==> config.mk <==
export PLATFORM = sky130hd
export DESIGN_NAME = program_loader_flat
export DESIGN_NICKNAME = d
export VERILOG_FILES = /design/src/rtl/program_loader_pkg.sv /design/src/rtl/program_loader_if.sv /design/src/rtl/program_loader.sv /design/src/flat_wrapper.sv
export SDC_FILE = /design/constraint.sdc
export NUM_CORES = 1
export LEC_CHECK = 0
export CORE_MARGIN = 2
export CORE_UTILIZATION = 25
export DETAILED_ROUTE_END_ITERATION = 8
export GPL_ROUTABILITY_DRIVEN = 0
export GPL_TIMING_DRIVEN = 0
export PLACE_DENSITY = 0.51
export SKIP_CTS_REPAIR_TIMING = 1
export SLEW_MARGIN = 15
export SYNTH_ARGS = -nofsm -noshare
export SYNTH_HDL_FRONTEND = slang
export SYNTH_SLANG_ARGS = --single-unit
export TNS_END_PERCENT = 10
==> constraint.sdc <==
create_clock -name clk -period 2.76 [get_ports clk]
set_input_delay 0.414 -clock clk [delete_from_list [all_inputs] [get_ports clk]]
set_output_delay 0.414 -clock clk [all_outputs]
set_load 0.005 [all_outputs]
==> src/rtl/program_loader_pkg.sv <==
// program_loader_pkg
// Shared definitions for the program loader: the frame header codes the host
// sends, the loader state encoding and the write-target selector.
package program_loader_pkg;

  // Frame header codes
  localparam logic [7:0] LOAD_I = 8'hA0;
  localparam logic [7:0] LOAD_D = 8'hA1;
  localparam logic [7:0] RUN    = 8'hA5;
  localparam logic [7:0] HALT   = 8'hA6;

  // Loader states; every transition is taken on an accepted byte
  typedef enum logic [2:0] {
    IDLE,
    ADDR,
    LEN,
    DATA,
    CSUM,
    RUNNING
  } state_t;

  // Which memory a load frame targets
  typedef enum logic {
    IMEM,
    DMEM
  } target_t;

endpackage

==> src/rtl/program_loader_if.sv <==
// program_loader_if
// Byte-stream handshake between the host link and the loader.
//   in_data  : stream byte
//   in_valid : in_data valid
//   in_ready : loader can accept; a byte transfers when in_valid && in_ready
// master = host side (drives data/valid), slave = loader side (drives ready).
interface program_loader_if;

  logic [7:0] in_data;
  logic       in_valid;
  logic       in_ready;

  modport master (
    output in_data,
    output in_valid,
    input  in_ready
  );

  modport slave (
    input  in_data,
    input  in_valid,
    output in_ready
  );

endinterface

==> src/rtl/program_loader.sv <==
// program_loader
// Accepts framed bytes from the host link, writes payloads into the CPU's
// instruction or data memory and checks an 8-bit checksum per frame. The CPU
// is held in reset until a RUN arrives with no outstanding load error.
// Ports:
//   clk          : system clock, rising edge
//   reset        : asynchronous, active-low reset
//   host         : byte stream (in_data / in_valid / in_ready)
//   mem_addr     : write address (wraps mod 2^ADDR_W)
//   mem_wdata    : write data
//   imem_we      : one-cycle write strobe, instruction memory
//   dmem_we      : one-cycle write strobe, data memory
//   cpu_reset    : active-high reset to the CPU
//   busy         : a load frame is in progress
//   err_header   : sticky, unknown header byte seen
//   err_checksum : sticky, frame checksum mismatch
module program_loader
  import program_loader_pkg::*;
#(
  parameter int ADDR_W = 8
) (
  input  logic              clk,
  input  logic              reset,
  program_loader_if.slave   host,
  output logic [ADDR_W-1:0] mem_addr,
  output logic [7:0]        mem_wdata,
  output logic              imem_we,
  output logic              dmem_we,
  output logic              cpu_reset,
  output logic              busy,
  output logic              err_header,
  output logic              err_checksum
);

  state_t            state;
  state_t            state_nxt;
  target_t           target;
  logic [ADDR_W-1:0] wr_addr;
  logic [7:0]        remaining;
  logic [7:0]        sum;
  logic              accept;
  logic [7:0]        din;

  assign accept = host.in_valid && host.in_ready;
  assign din    = host.in_data;

  // State register
  always_ff @(posedge clk or negedge reset) begin
    if (!reset) begin
      state <= IDLE;
    end else begin
      state <= state_nxt;
    end
  end

  // Next-state decode plus the outputs that follow directly from the state.
  // The CPU runs only while in RUNNING, so cpu_reset falls on the edge that
  // accepts RUN and rises on the edge that accepts HALT.
  always_comb begin
    state_nxt = state;
    busy      = 1'b0;
    cpu_reset = 1'b1;
    case (state)
      IDLE: begin
        if (accept) begin
          if (din == LOAD_I || din == LOAD_D) begin
            state_nxt = ADDR;
          end else if (din == RUN && !err_header && !err_checksum) begin
            state_nxt = RUNNING;
          end
        end
      end
      ADDR: begin
        busy = 1'b1;
        if (accept) state_nxt = LEN;
      end
      LEN: begin
        busy = 1'b1;
        if (accept) state_nxt = (din == 8'h00) ? CSUM : DATA;
      end
      DATA: begin
        busy = 1'b1;
        if (accept && remaining == 8'd1) state_nxt = CSUM;
      end
      CSUM: begin
        busy = 1'b1;
        if (accept) state_nxt = IDLE;
      end
      RUNNING: begin
        cpu_reset = 1'b0;
        if (accept && din == HALT) state_nxt = IDLE;
      end
      default: begin
        state_nxt = IDLE;
      end
    endcase
  end

  // Datapath: frame counters, running checksum, registered write port and
  // sticky error flags. The write strobes are single-cycle pulses, while
  // mem_addr/mem_wdata simply hold their last written values.
  always_ff @(posedge clk or negedge reset) begin
    if (!reset) begin
      host.in_ready <= 1'b0;
      target        <= IMEM;
      wr_addr       <= '0;
      remaining     <= 8'd0;
      sum           <= 8'd0;
      mem_addr      <= '0;
      mem_wdata     <= 8'd0;
      imem_we       <= 1'b0;
      dmem_we       <= 1'b0;
      err_header    <= 1'b0;
      err_checksum  <= 1'b0;
    end else begin
      host.in_ready <= 1'b1;
      imem_we       <= 1'b0;
      dmem_we       <= 1'b0;
      if (accept) begin
        case (state)
          IDLE: begin
            if (din == LOAD_I || din == LOAD_D) begin
              target <= (din == LOAD_I) ? IMEM : DMEM;
              sum    <= din;
            end else if (din != RUN && din != HALT) begin
              err_header <= 1'b1;
            end
          end
          ADDR: begin
            wr_addr <= ADDR_W'(din);
            sum     <= sum + din;
          end
          LEN: begin
            remaining <= din;
            sum       <= sum + din;
          end
          DATA: begin
            mem_addr  <= wr_addr;
            mem_wdata <= din;
            imem_we   <= (target == IMEM);
            dmem_we   <= (target == DMEM);
            wr_addr   <= wr_addr + ADDR_W'(1);
            remaining <= remaining - 8'd1;
            sum       <= sum + din;
          end
          CSUM: begin
            // Writes already issued stay in memory even when this fails
            if (8'(sum + din) != 8'h00) err_checksum <= 1'b1;
            sum <= 8'd0;
          end
          default: begin
          end
        endcase
      end
    end
  end

endmodule

==> src/flat_wrapper.sv <==
// flat-port wrapper written by rule: the top's interface ports become plain ports
module program_loader_flat import program_loader_pkg::*;
#(
  parameter int ADDR_W = 8
)
  (clk, reset, mem_addr, mem_wdata, imem_we, dmem_we, cpu_reset, busy, err_header, err_checksum, host_in_data, host_in_valid, host_in_ready);
  program_loader_if host_i ();
  input  logic clk;
  input  logic reset;
  output logic [ADDR_W-1:0] mem_addr;
  output logic [7:0] mem_wdata;
  output logic imem_we;
  output logic dmem_we;
  output logic cpu_reset;
  output logic busy;
  output logic err_header;
  output logic err_checksum;
  input wire logic [$bits(host_i.in_data)-1:0] host_in_data;
  input wire logic [$bits(host_i.in_valid)-1:0] host_in_valid;
  output wire logic [$bits(host_i.in_ready)-1:0] host_in_ready;
  assign host_i.in_data = host_in_data;
  assign host_i.in_valid = host_in_valid;
  assign host_in_ready = host_i.in_ready;
  program_loader #(.ADDR_W(ADDR_W)) u_core (.clk(clk), .reset(reset), .host(host_i), .mem_addr(mem_addr), .mem_wdata(mem_wdata), .imem_we(imem_we), .dmem_we(dmem_we), .cpu_reset(cpu_reset), .busy(busy), .err_header(err_header), .err_checksum(err_checksum));
endmodule
==> results.py, run 1 <==
metrics = {
    "yosys": {
        "syn_area_sq_um": 2823,
        "synthArstFlopShare_pct": 100.0,
        "synth.area.top_cells": "dfrtp_1, mux2_2, o21ai_0, ha_1, nor2_1",
        "synth.most_common_cell": "dfrtp_1",
        "syn-num-nets": 312,
        "synth-main-ff-cell": "dfrtp_1",
        "ys_ff_latch": 49,
        "yosys.area.top_type": "dfrtp_1",
        "synth_top_cell_area_share_pct": 43.44,
        "ys_seq_area_share_pct": 43.44,
        "ys_warn_count": 0,
        "synth_cell_types": 52,
        "syn_area_per_cell_sq_um": 9.733,
        "synth.top_cells.by_count": "dfrtp_1, o21ai_0, nor2_1",
        "synth_cells": 290,
        "synth_enable_flop_cells": 0,
    },
    "floorplan": {
        "core-area_sq_um": 10940,
        "die-area_sq_um": 12160,
        "num_rows": 38,
        "io-pin-count": 34,
        "die_w_um": 110.3,
        "fp.dieH_um": 110.3,
        "initial_core_util_pct": 25.81,
    },
    "setup_path": {
        "critPathKind": "input port to flip-flop",
        "cp_slowest_stage_delay_ps": 630,
        "worstRegToRegCells": 5,
        "cp_max_fo": 6,
        "critPathLaunchType": "input port",
        "cp-startpoint": "host_in_data[4]",
        "r2r_start": "u_core.state[2]",
        "required_ps": 2980,
        "crit_path_end_kind": "flip-flop",
        "cpMaxStageDelayCell": "or4b_2",
        "cp.arrival_ps": 2790,
        "crit_chain": "clkdlybuf4s50_1 > ha_1 > o21ai_0 > or4b_2 > o2111ai_1 > and3b_1 > a31oi_1",
    },
    "grt": {
        "grt_pass1_wl_um": 12880,
        "grt.overflow.total": 0,
        "grt_max_degree": 26,
        "grtUsageTotal_pct": 13.83,
        "grt_pass1_vias": 2311,
        "antenna_found_initial": 0,
    },
    "place": {
        "placed_cell_area_sq_um": 3343,
        "place_hpwl_um": 5507,
        "io_buffers": 33,
    },
    "final_layout": {
        "finalNetCount": 353,
        "num_antenna_cells": 0,
        "synthToLayoutAreaGrowth_pct": 24.65,
        "postLayoutCellArea_sq_um": 3518,
        "drive_gt1_share_pct": 11.45,
        "n_fill_cell": 1171,
        "multi_input_comb_area_sq_um": 1524,
        "regArea_sq_um": 1226,
    },
    "timing": {
        "finalCriticalPeriod_ps": 2575,
        "rsz0062_at_grt": "no",
        "setup_viol": 0,
        "relSlewSlack_pct": 46.39,
        "tightest_slew_ps": 803.4,
        "fin_skew_ps": 6.572,
        "hold_ws_ps": 124.1,
        "hold_viol": 0,
        "finalMaxSlewViolations": 0,
        "fmax_mhz": 388.4,
        "finalCritPeriodShare_pct": 93.29,
    },
    "route": {
        "postRouteAntennaNets": 0,
        "avgRoutedWirePerCell_um": 16.58,
        "routed_wl_um": 7827,
        "firstDrtPassIters": 4,
        "drc": 0,
        "first_iter_violations": 254,
        "vias": 2399,
        "via_per_inst": 5.083,
    },
    "clock_network": {
        "clk_latency_ps": 290,
        "cts_max_path_buffers": 2,
        "cts_tree": "built",
        "clock-sinks": 49,
        "clk_pin_slew_ps": 70,
        "root_buffer": "clkbuf_16",
        "h-tree-depth": 2,
        "numCtsBuffers": 5,
    },
    "pwr": {
        "powerDensity_nw_per_um2": 998.9,
        "peakVddDrop_v": 0.0003240,
        "p_leak_nw": 1.500,
    },
    "status": {
        "status": "complete, no violations",
    },
    "min_path": {
        "hp-class": "input port to asynchronous set/reset pin",
    },
    "flow_run": {
        "cap_viol_max_count": 0,
    },
}
==> through the flow <==
stage / instances / setup slack [ps] / power (mW) / TNS [ps] / utilization (%)
3_5_place_dp: 464 / -203.1 / 2.790 / -619.5 / 30.57
3_3_place_gp: 463 / -305.6 / 2.782 / -15430 / 30.43
5_1_grt: 472 / 88.67 / 3.799 / 0 / 32.17
2_1_floorplan: 290 / 674.1 / 2.214 / 0 / -
4_1_cts: 472 / 82.47 / 3.526 / 0 / 32.11
6_report: 472 / 185.1 / 3.514 / 0 / 32.17
==> layout make-up <==
class / count / area share (%)
flip-flops and latches: 49 / 34.85
repair buffers: 34 / 10.03
clock inverters: 2 / 1.102
multi-input cells: 223 / 43.31
clock buffers: 6 / 3.663
well taps: 140 / 4.979
inverters: 4 / 0.4267
plain buffers: 14 / 1.636
==> sequential cells by signal, summed over array words and instances (netlist names) <==
name,cells
u_core.state,3
u_core.err_header,1
u_core.target,1
u_core.dmem_we,1
u_core.imem_we,1
u_core.mem_addr,8
u_core.remaining,8
u_core.sum,8
u_core.err_checksum,1
u_core.mem_wdata,8
u_core.wr_addr,8
u_core.host.in_ready,1
==> report_power, final <==
group / switching [mW] / internal (mW) / total, mW
Clock: 0.281 / 0.430 / 0.711
Sequential: 0.227 / 0.998 / 1.22
Combinational: 0.812 / 0.766 / 1.58
Total: 1.32 / 2.19 / 3.51
==> logic make-up (layout without fill, tap and decap cells) <==
logic type	count (synthesis)	count (layout)	share of synthesized area, %
AND/OR/NAND/NOR	98	98	18.66
AO/OA/AOI/OAI	85	85	19.42
flip-flops	49	49	43.44
multiplexers	24	24	9.397
buffers and inverters	18	60	2.571
adder cells (fa/ha/maj)	11	11	5.142
XOR/XNOR	4	4	1.241
other	1	1	0.1329
==> final timing paths <==
path                                  endpoint  slack (ps)
setup reg to reg           u_core.mem_wdata[1]         380
setup / recovery           u_core.err_checksum         190
hold reg to reg                 u_core.imem_we         450
min in group clk                u_core.imem_we         450
hold / removal                   u_core.sum[3]         120
max in group asynchronous    u_core.wr_addr[7]        2070
==> critical path: cells and delay by family <==
family | cells | cell delay, ps
simple gates | 2 | 850
compound gates | 3 | 430
buf+inv | 1 | 610
fa+ha+maj | 1 | 490
==> placed cells by master (no fill, tap or decap), types with 5 or more instances in the layout <==
cell	count
dfrtp_1	49
clkdlybuf4s50_1	29
o21ai_0	28
nor2_1	24
mux2_2	20
nand2_1	19
a21oi_1	17
clkbuf_1	13
nor3_1	10
ha_1	10
a31oi_1	6
or3_1	5
nor2b_1	5
and3_1	5
clkbuf_16	5
==> per-layer routing <==
metal	wire (um)	global-route usage, %	vias to the layer above
li1	-	-	1158
met1	3972	20.95	1172
met2	3408	20.16	57
met3	307	2.293	12
met4	138	3.839	0
met5	0	0	-
Power figures use the tool's default switching activity.
==> run 2, diff against run 1 <==
--- a/config.mk
+++ b/config.mk
@@ -5,7 +5,6 @@
 export SDC_FILE = /design/constraint.sdc
 export NUM_CORES = 1
 export LEC_CHECK = 0
-export CORE_MARGIN = 2
 export CORE_UTILIZATION = 25
 export DETAILED_ROUTE_END_ITERATION = 8
 export GPL_ROUTABILITY_DRIVEN = 0
==> results.py, run 2 (same netlist as run 1, synthesis figures left out) <==
metrics = {
    "place": {
        "placed_cell_area_sq_um": 3326,
        "place_hpwl_um": 5344,
        "post-place-cells": 463,
        "io_buffers": 33,
    },
    "setup_path": {
        "cp_top_family": "simple AND/OR/NAND/NOR gates",
        "cp.arrival_ps": 2840,
        "crit_buf_inv": 1,
        "critPathLaunchType": "input port",
        "cp_max_fo": 7,
        "required_ps": 2970,
        "r2r_start": "u_core.state[2]",
        "crit_chain": "clkdlybuf4s50_1 > ha_1 > o21ai_0 > or4b_2 > o2111ai_1 > and3b_1 > a31oi_1",
        "cp_slowest_stage_delay_ps": 670,
        "critPathKind": "input port to flip-flop",
        "crit_path_end_kind": "flip-flop",
        "cpMaxStageDelayCell": "clkdlybuf4s50_1",
        "cp-startpoint": "host_in_data[3]",
    },
    "route": {
        "firstDrtPassIters": 4,
        "via_per_inst": 5.180,
        "vias": 2440,
        "avgRoutedWirePerCell_um": 16.43,
        "drc": 0,
        "postRouteAntennaNets": 0,
        "first_iter_violations": 114,
        "routed_wl_um": 7739,
    },
    "floorplan": {
        "die_w_um": 108.3,
        "fp.dieH_um": 108.3,
        "num_rows": 38,
        "initial_core_util_pct": 25.81,
        "die-area_sq_um": 11720,
        "core-area_sq_um": 10940,
        "io-pin-count": 34,
    },
    "final_layout": {
        "layout.cells.most_common_list": "dfrtp_1, clkdlybuf4s50_1, o21ai_0",
        "finalNetCount": 352,
        "drive_gt1_share_pct": 11.48,
        "postLayoutCellArea_sq_um": 3472,
        "n_fill_cell": 1152,
        "multi_input_comb_area_sq_um": 1524,
        "num_antenna_cells": 0,
        "synthToLayoutAreaGrowth_pct": 23.01,
        "regArea_sq_um": 1226,
        "fin_cells": 471,
        "layout_commonest_cell": "dfrtp_1",
    },
    "clock_network": {
        "numCtsBuffers": 5,
        "clock-sinks": 49,
        "clk_latency_ps": 290,
        "cts_tree": "built",
        "root_buffer": "clkbuf_16",
        "clk_pin_slew_ps": 70,
        "h-tree-depth": 2,
        "cts_max_path_buffers": 2,
    },
    "grt": {
        "grt_max_degree": 50,
        "grt.overflow.total": 0,
        "grtUsageTotal_pct": 14.08,
        "antenna_found_initial": 0,
        "grt_pass1_vias": 2369,
        "grt_pass1_wl_um": 12780,
    },
    "flow_run": {
        "cap_viol_max_count": 0,
    },
    "timing": {
        "finalCritPeriodShare_pct": 95.20,
        "fin_skew_ps": 7.050,
        "finalMaxSlewViolations": 0,
        "rsz0062_at_grt": "no",
        "fmax_mhz": 380.6,
        "finalCriticalPeriod_ps": 2628,
        "hold_viol": 0,
        "setup_viol": 0,
        "tightest_slew_ps": 813.5,
        "relSlewSlack_pct": 45.71,
    },
    "pwr": {
        "power.total_mw": 3.425,
        "p_leak_nw": 1.453,
        "peakVddDrop_v": 0.0003550,
        "powerDensity_nw_per_um2": 986.6,
    },
    "status": {
        "status": "complete, no violations",
    },
    "min_path": {
        "hp-class": "input port to asynchronous set/reset pin",
    },
}
[run 2: changes by cell type in the layout (fill, tap and decap cells not counted)]
cell / previous run / this run
bufinv_16: 1 / 0
clkinv_2: 0 / 1
clkinvlp_4: 0 / 1
buf_4: 1 / 2
inv_6: 0 / 1
clkbuf_1: 13 / 12
dlymetal6s2s_1: 3 / 0
buf_2: 2 / 1
clkinv_4: 1 / 0
clkdlybuf4s50_1: 29 / 32
buf_12: 1 / 0
[run 2: final timing paths]
check / slack [ps] / depth (start not counted) / end
worst max-delay path: 130 / 7 / u_core.err_checksum
worst min register to register: 470 / 1 / u_core.imem_we
worst max register to register: 300 / 5 / u_core.mem_wdata[5]
max in group asynchronous: 2180 / 1 / u_core.mem_addr[7]
worst min-delay path: 150 / 1 / u_core.sum[1]
min in group clk: 470 / 1 / u_core.imem_we
[run 2: layer usage]
metal	up-vias	wire length (um)	GRT usage [%]
li1	1160	-	-
met1	1215	3903	20.53
met2	59	3484	21.57
met3	6	284	2.291
met4	0	67	3.475
met5	-	0	0
[run 2: per-stage QoR]
stage,utilization (%),setup TNS [ps],hold slack (ps),setup WS (ps)
final,31.75,0,151.7,132.5
after global routing,31.75,0,210.4,18.94
after CTS,31.75,0,187.4,108.4
after detailed placement,30.41,-324.1,447.2,-190.3
after global placement,30.43,-17490,448.3,-351.8
after floorplan,-,0,118.4,674.1
[run 2: final cells by class]
cell class	count	area share, %
Timing Repair Buffer	33	9.441
Tap cell	140	5.045
Inverter	4	0.4324
Clock buffer	5	3.604
Multi-Input combinational cell	223	43.89
Sequential cell	49	35.32
Clock inverter	3	0.6126
Buffer	14	1.658
[run 2: where the power goes]
part,total (mW),switching [mW],internal (mW)
sequential,1.23,0.229,0.997
clock,0.622,0.284,0.338
combinational,1.58,0.813,0.764
total,3.43,1.33,2.10
==> run 3, diff against run 2 <==
--- a/config.mk
+++ b/config.mk
@@ -6,6 +6,7 @@
 export NUM_CORES = 1
 export LEC_CHECK = 0
 export CORE_UTILIZATION = 25
+export CTS_BUF_LIST = sky130_fd_sc_hd__clkbuf_2
 export DETAILED_ROUTE_END_ITERATION = 8
 export GPL_ROUTABILITY_DRIVEN = 0
 export GPL_TIMING_DRIVEN = 0
==> results.py, run 3 (same netlist as run 1, synthesis figures left out) <==
metrics = {
    "floorplan": {
        "fp.dieH_um": 108.3,
        "core-area_sq_um": 10940,
        "num_rows": 38,
        "die-area_sq_um": 11720,
        "initial_core_util_pct": 25.81,
        "io-pin-count": 34,
        "die_w_um": 108.3,
    },
    "setup_path": {
        "cp_max_fo": 6,
        "required_ps": 2350,
        "critPathKind": "flip-flop to output port",
        "crit_path_end_kind": "output port",
        "cpMaxStageDelayCell": "clkdlybuf4s50_1",
        "worstRegToRegCells": 4,
        "cp_slowest_stage_delay_ps": 520,
        "critPathLaunchType": "flip-flop",
        "cp.arrival_ps": 2110,
        "crit_chain": "or2_2 > nand2_1 > and2_1 > clkdlybuf4s50_1",
    },
    "final_layout": {
        "n_fill_cell": 1162,
        "final_util_pct": 30.89,
        "drive_gt1_share_pct": 11.48,
        "layout_commonest_cell": "dfrtp_1",
        "num_antenna_cells": 0,
        "layout.cells.most_common_list": "dfrtp_1, clkdlybuf4s50_1, o21ai_0",
        "synthToLayoutAreaGrowth_pct": 19.68,
        "finalNetCount": 352,
    },
    "timing": {
        "final.setup.worst_slack_ps": 234.2,
        "hold_viol": 0,
        "finalCritPeriodShare_pct": 91.51,
        "relSlewSlack_pct": 44.53,
        "fmax_mhz": 395.9,
        "finalMaxSlewViolations": 0,
        "rsz0062_at_grt": "no",
        "finalCriticalPeriod_ps": 2526,
        "setup_viol": 0,
        "tightest_slew_ps": 831.2,
        "fin_skew_ps": 23.14,
    },
    "route": {
        "vias": 2418,
        "first_iter_violations": 127,
        "firstDrtPassIters": 4,
        "drc": 0,
        "avgRoutedWirePerCell_um": 16.32,
        "postRouteAntennaNets": 0,
        "via_per_inst": 5.134,
        "routed_wl_um": 7687,
    },
    "clock_network": {
        "clk_pin_slew_ps": 290,
        "root_buffer": "clkbuf_2",
        "cts_tree": "built",
        "cts_max_path_buffers": 2,
        "h-tree-depth": 2,
        "clock-sinks": 49,
        "numCtsBuffers": 5,
        "clk_latency_ps": 450,
    },
    "min_path": {
        "hp-class": "input port to asynchronous set/reset pin",
    },
    "status": {
        "status": "complete, no violations",
    },
    "grt": {
        "grt_pass1_vias": 2333,
        "grtUsageTotal_pct": 14.01,
        "grt.overflow.total": 0,
        "antenna_found_initial": 0,
        "grt_pass1_wl_um": 12680,
        "grt_max_degree": 50,
    },
    "pwr": {
        "peakVddDrop_v": 0.0004117,
        "p_leak_nw": 1.415,
        "powerDensity_nw_per_um2": 924.3,
        "power.total_mw": 3.123,
    },
    "flow_run": {
        "cap_viol_max_count": 0,
    },
    "place": {
        "io_buffers": 33,
        "place_hpwl_um": 5344,
        "preCtsSetupSlack_ps": -190.3,
    },
}
run 3: final cells by class:
type,instances,area (sq um),area share (%)
Buffer,13,53.80,1.593
Clock inverter,3,21.27,0.6296
Clock buffer,5,25.02,0.7407
Sequential cell,49,1226,36.30
Inverter,4,15.01,0.4444
Tap cell,140,175.2,5.185
Multi-Input combinational cell,223,1524,45.11
Timing Repair Buffer,34,337.8,10.00
run 3: worst max-delay path, delay by kind of cell, from the launching register on:
family / cells / cell delay (ps)
buffers and inverters: 1 / 520
DFF: 1 / 500
and+or+nand+nor: 3 / 670
run 3: path summary, 6_finish.rpt:
check,start,to,slack [ps]
hold reg to reg,u_core.target,u_core.imem_we,510
hold / removal,reset,u_core.sum[1],480
setup reg to reg,u_core.state[2],u_core.mem_wdata[5],400
max in group asynchronous,reset,u_core.mem_addr[7],1840
setup / recovery,u_core.state[0],busy,230
min in group clk,u_core.target,u_core.imem_we,510
run 3: report_power, final:
part,switching (mW),internal [mW]
combinational,0.791,0.763
clock,0.264,0.0643
sequential,0.249,0.992
total,1.30,1.82
run 3: layer usage:
layer | up-vias | global-route usage [%] | share of wire, %
met4 | 0 | 4.054 | 1.2
met2 | 43 | 21.11 | 45
met1 | 1209 | 20.60 | 51
li1 | 1157 | - | -
met3 | 9 | 2.049 | 3.1
met5 | - | 0 | 0
run 3: stage by stage:
| step | setup TNS [ps] | std cells | hold slack (ps) | instance area [sq um] |
|---|---|---|---|---|
| 2_1_floorplan | 0 | 290 | 118.4 | 2823 |
| 6_report | 0 | 471 | 484.3 | 3378 |
| 3_5_place_dp | -324.1 | 463 | 447.2 | 3326 |
| 4_1_cts | 0 | 471 | -73.10 | 3372 |
| 3_3_place_gp | -17490 | 463 | 448.3 | 3328 |
| 5_1_grt | 0 | 471 | 533.6 | 3378 |
